File: config.mk
export PLATFORM = sky130hd
export DESIGN_NAME = irq_dispatcher
export DESIGN_NICKNAME = d
export VERILOG_FILES = /design/src/rtl/irq_dispatcher.sv
export SDC_FILE = /design/constraint.sdc
export NUM_CORES = 1
export LEC_CHECK = 0
export ABC_AREA = 1
export CAP_MARGIN = 20
export CORE_UTILIZATION = 30
export DETAILED_ROUTE_END_ITERATION = 10
export SETUP_SLACK_MARGIN = 0.02
export SLEW_MARGIN = 20
export SYNTH_ARGS = -nofsm -noshare
export SYNTH_HDL_FRONTEND = slang
export SYNTH_SLANG_ARGS = --single-unit
File: constraint.sdc
create_clock -name clk -period 1.2 [get_ports clk]
set_input_delay 0.24 -clock clk [delete_from_list [all_inputs] [get_ports clk]]
set_output_delay 0.24 -clock clk [all_outputs]
set_load 0.1 [all_outputs]
File: src/rtl/irq_dispatcher.sv
// rtl/irq_dispatcher.sv - latches priority-encoder winner and runs req/ack/done service handshake
// Optional per-channel service counters: define IRQ_DISPATCH_STATS_EN.
module irq_dispatcher #(
  parameter int ACK_TIMEOUT = 15,
  parameter int HOLDOFF     = 2
) (
  input  logic       clk,
  input  logic       rst_n,
  input  logic [1:0] Code,
  input  logic       Valid,
  output logic       IrqReq,
  output logic [1:0] IrqId,
  input  logic       IrqAck,
  input  logic       IrqDone,
  output logic       Busy,
  output logic       TimeoutErr,
  input  logic       ClearErr,
  input  logic [1:0] StatSel,
  output logic [7:0] StatCount
);

  typedef enum logic [1:0] {S_IDLE, S_REQ, S_SERVICE, S_HOLD} state_t;

  localparam logic [7:0] LP_WAIT_LAST = 8'(ACK_TIMEOUT - 1);
  localparam logic [8:0] LP_HOLDOFF   = 9'(HOLDOFF);

  state_t     r_state;
  state_t     w_next;
  logic [7:0] r_wait_cnt;
  logic [7:0] r_hold_cnt;
  logic [1:0] r_irq_id;
  logic       r_timeout_err;
  logic       w_ack_ok;
  logic       w_timeout;
  logic       w_hold_done;

  assign w_ack_ok    = (r_state == S_REQ) && IrqAck;
  // Ack in the final wait cycle pre-empts the timeout.
  assign w_timeout   = (r_state == S_REQ) && !IrqAck && (r_wait_cnt == LP_WAIT_LAST);
  // HOLDOFF of 0 or 1 both give a single HOLD cycle.
  assign w_hold_done = ({1'b0, r_hold_cnt} + 9'd1) >= LP_HOLDOFF;

  always_ff @(posedge clk or negedge rst_n) begin
    if (!rst_n) begin
      r_state <= S_IDLE;
    end else begin
      r_state <= w_next;
    end
  end

  always_comb begin
    w_next = r_state;
    case (r_state)
      S_IDLE:    if (Valid) w_next = S_REQ;
      S_REQ:     if (w_ack_ok) w_next = S_SERVICE;
                 else if (w_timeout) w_next = S_HOLD;
      S_SERVICE: if (IrqDone) w_next = S_HOLD;
      S_HOLD:    if (w_hold_done) w_next = S_IDLE;
      default:   w_next = S_IDLE;
    endcase
  end

  always_comb begin
    IrqReq     = (r_state == S_REQ);
    Busy       = (r_state != S_IDLE);
    IrqId      = r_irq_id;
    TimeoutErr = r_timeout_err;
  end

  always_ff @(posedge clk or negedge rst_n) begin
    if (!rst_n) begin
      r_irq_id      <= 2'd0;
      r_wait_cnt    <= 8'd0;
      r_hold_cnt    <= 8'd0;
      r_timeout_err <= 1'b0;
    end else begin
      if (r_state == S_IDLE && Valid) r_irq_id <= Code;
      r_wait_cnt <= (r_state == S_REQ && w_next == S_REQ) ? r_wait_cnt + 8'd1 : 8'd0;
      r_hold_cnt <= (r_state == S_HOLD && w_next == S_HOLD) ? r_hold_cnt + 8'd1 : 8'd0;
      if (w_timeout) r_timeout_err <= 1'b1;
      else if (ClearErr) r_timeout_err <= 1'b0;
    end
  end

`ifdef IRQ_DISPATCH_STATS_EN
  logic [7:0] r_stat_cnt [4];

  always_ff @(posedge clk or negedge rst_n) begin
    if (!rst_n) begin
      for (int i = 0; i < 4; i++) r_stat_cnt[i] <= 8'd0;
    end else if (w_ack_ok && r_stat_cnt[r_irq_id] != 8'hFF) begin
      r_stat_cnt[r_irq_id] <= r_stat_cnt[r_irq_id] + 8'd1;
    end
  end

  assign StatCount = r_stat_cnt[StatSel];
`else
  logic w_unused_statsel;
  assign w_unused_statsel = ^StatSel;
  assign StatCount        = 8'd0;
`endif

endmodule

==> flow_summary.json <==
{
  "routed_wl_um": 2260,
  "wl_met3_um": 32,
  "antenna_found_initial": 0,
  "grt_use_total": 0.1218,
  "initial_utilization": 0.3110,
  "synth_area_leader_cell": "dfrtp_1",
  "cts_made_buffers": 3,
  "ant_nets": 0,
  "grt_pass1_wl_um": 3857,
  "die_y_um": 63.61,
  "critical_path_peak_fanout": 4,
  "finalMaxSlewViolations": 0,
  "numPortBuffers": 12,
  "syn2layout_area_growth_pct": 62.31,
  "fmax_ghz": 0.6683,
  "post-route-cell-area_mm2": 0.001848,
  "clkTransAtPathRegs_ns": 0.08,
  "place_congestion": 0.7954,
  "antenna-diode-count": 0,
  "synth_area_leaders": "dfrtp_1, nand2_1, nor2_1",
  "clock_skew_ns": 0.001089,
  "die_w_um": 63.61,
  "maxCapViolCount": 0,
  "cp-start-kind": "register",
  "synth_area_per_cell_um2": 8.561,
  "synth.top_cell.area_share": 0.4615,
  "fin_setup_tns_ns": -1.641,
  "rsz0062_at_grt": "yes",
  "grt_pass1_vias": 945,
  "irDropWorstVdd_mv": 0.7489,
  "hold_viol": 0,
  "layout_setup_ws_ns": -0.2964,
  "period_share": 1.247,
  "period_minus_slack_ns": 1.496,
  "finalNetCount": 198,
  "syn_inst": 133,
  "coreArea_mm2": 0.003661,
  "dp.cells": 218,
  "dr.pass1.iters": 4,
  "grt_max_degree": 22,
  "postCtsHoldBufs": 0,
  "cts_root_buf": "clkbuf_8",
  "yosysSeqAreaShare": 0.4615,
  "stdcell_count": 231,
  "cp.arrival_ns": 1.67,
  "hold_path.class": "in2async",
  "rows": 22,
  "synth_cell_types": 23,
  "drcViolationCount": 0,
  "ys_seq_elements": 21,
  "power_density_mw_per_mm2": 1678,
  "clockBufferDepth": 2,
  "die-area_mm2": 0.004046,
  "wire_per_inst_um": 9.784,
  "route.met2.wl_um": 1263,
  "vias_per_cell": 4.156,
  "drt_iter0_drc": 11,
  "required_ns": 1.38,
  "route.vias.total": 960,
  "hpwlAfterDp_um": 1622,
  "status": "complete, but fails checks",
  "wl_met1_um": 934,
  "drive_gt1_frac": 0.4699,
  "setup_violations": 14,
  "violations": "negative setup slack",
  "synth_warnings": 0,
  "syn_area_mm2": 0.001139,
  "grt_overflow_total": 0,
  "cts.sinks": 21,
  "worstSetupPathType": "reg2reg",
  "maxUsedRoutingLayer": "met4",
  "crit_path_end_kind": "register",
  "leakage_nw": 0.8217,
  "cts_tree": "yes",
  "pin_count": 23,
  "htree_num_levels": 1,
  "holdWs_ns": 0.3211,
  "placed_area_mm2": 0.001544,
  "worstSkewPairLatency_ns": 0.26
}
==> power breakdown <==
part | leakage, nW | internal, mW | switching (mW)
Sequential | 0.264 | 0.803 | 0.121
Combinational | 0.532 | 0.671 | 1.05
Clock | 0.0255 | 0.231 | 0.226
==> metal layers <==
layer / vias to the layer above / GRT usage
li1: 487 / -
met1: 455 / 0.1382
met3: 4 / 0.01630
met5: - / 0
met4: 0 / 0.05114
met2: 14 / 0.2247
==> synth_stat cells <==
| library cell | instances |
|---|---|
| clkinv_1 | 1 |
| mux2_2 | 2 |
| nand2_1 | 27 |
| dfrtp_1 | 21 |
| nor2_1 | 19 |
| ha_1 | 4 |
| nand3_1 | 9 |
| a21oi_2 | 1 |
| o21bai_1 | 1 |
| inv_1 | 15 |
| conb_1 | 1 |
| xnor2_1 | 3 |
| o32ai_1 | 1 |
| nand4_1 | 2 |
| buf_4 | 8 |
| nor2_4 | 2 |
| nor2_2 | 4 |
| nand2_2 | 2 |
| inv_2 | 1 |
| o21ai_1 | 1 |
| xor2_1 | 3 |
| nand3b_1 | 4 |
| nor3_2 | 1 |
==> through the flow <==
step	setup slack (ns)	util	total power [mW]
CTS	-0.3049	0.4655	3.005
detailed placement	-0.2619	0.4217	2.398
finish	-0.2964	0.5048	3.101
global route	-0.4237	0.5048	3.248
floorplan	-0.1790	-	1.852
global placement	-0.2073	0.4217	2.368
==> state kept, by name, summed over array words and instances (netlist names) <==
name        flops
r_state         2
r_wait_cnt      8
TimeoutErr      1
r_hold_cnt      8
IrqId           2
==> cells by family (layout without fill, tap and decap cells) <==
kind of cell,after synthesis,count (layout),synth area share
xor gates and xnor gates,6,6,0.04616
muxes,2,2,0.01978
adders and majority gates,4,4,0.04396
buffers and inverters,25,61,0.1088
AOI/OAI and AO/OA,4,4,0.02637
DFF,21,21,0.4615
other,1,15,0.003294
and+or+nand+nor,70,70,0.2901
==> worst max-delay path, stage by stage, from the launching register on <==
cell and delay (ns):
dfrtp_1 0.41, buf_6 0.13, ha_4 0.16, nand2_2 0.06, inv_2 0.05, nand3b_1 0.08, nand2_1 0.07, nor2_2 0.10
nand3b_1 0.14, nor3_2 0.19
==> final timing paths <==
| path | startpoint | end | slack (ns) | depth (start not counted) |
|---|---|---|---|---|
| worst max-delay path | r_hold_cnt[1]$_DFF_PN0_ | r_hold_cnt[0]$_DFF_PN0_ | -0.30 | 9 |
| worst min-delay path | rst_n | r_hold_cnt[2]$_DFF_PN0_ | 0.32 | 2 |
| worst max register to register | r_hold_cnt[1]$_DFF_PN0_ | r_hold_cnt[0]$_DFF_PN0_ | -0.30 | 9 |
| worst min register to register | r_wait_cnt[7]$_DFF_PN0_ | r_wait_cnt[7]$_DFF_PN0_ | 0.54 | 2 |
| max in group asynchronous | rst_n | IrqId[1]$_DFFE_PN0P_ | 0.74 | 2 |
| min in group clk | r_wait_cnt[7]$_DFF_PN0_ | r_wait_cnt[7]$_DFF_PN0_ | 0.54 | 2 |
==> placed cells by master, fill, tap and decap left out, types with 7 or more instances in the layout <==
cell	Yosys	routed
buf_4	8	21
clkdlybuf4s50_1	0	7
conb_1	1	15
dfrtp_1	21	17
inv_1	15	10
nand2_1	27	23
nor2_2	4	10
nor2_4	2	9
==> layout make-up <==
class,count,area (um^2)
clock buffer,3,41.29
clock inverter,1,5.005
fill,323,1813
inverter,17,67.56
multi-input combinational,101,728.2
sequential,21,530.5
tap,48,60.06
timing repair buffer,40,415.4
==> what timing repair did <==
action	4_1_cts	5_1_grt
buffers inserted	7	2
setup endpoints to repair	14	16
gates resized for setup	16	29
pin swaps	12	6
Power figures use the tool's default switching activity.
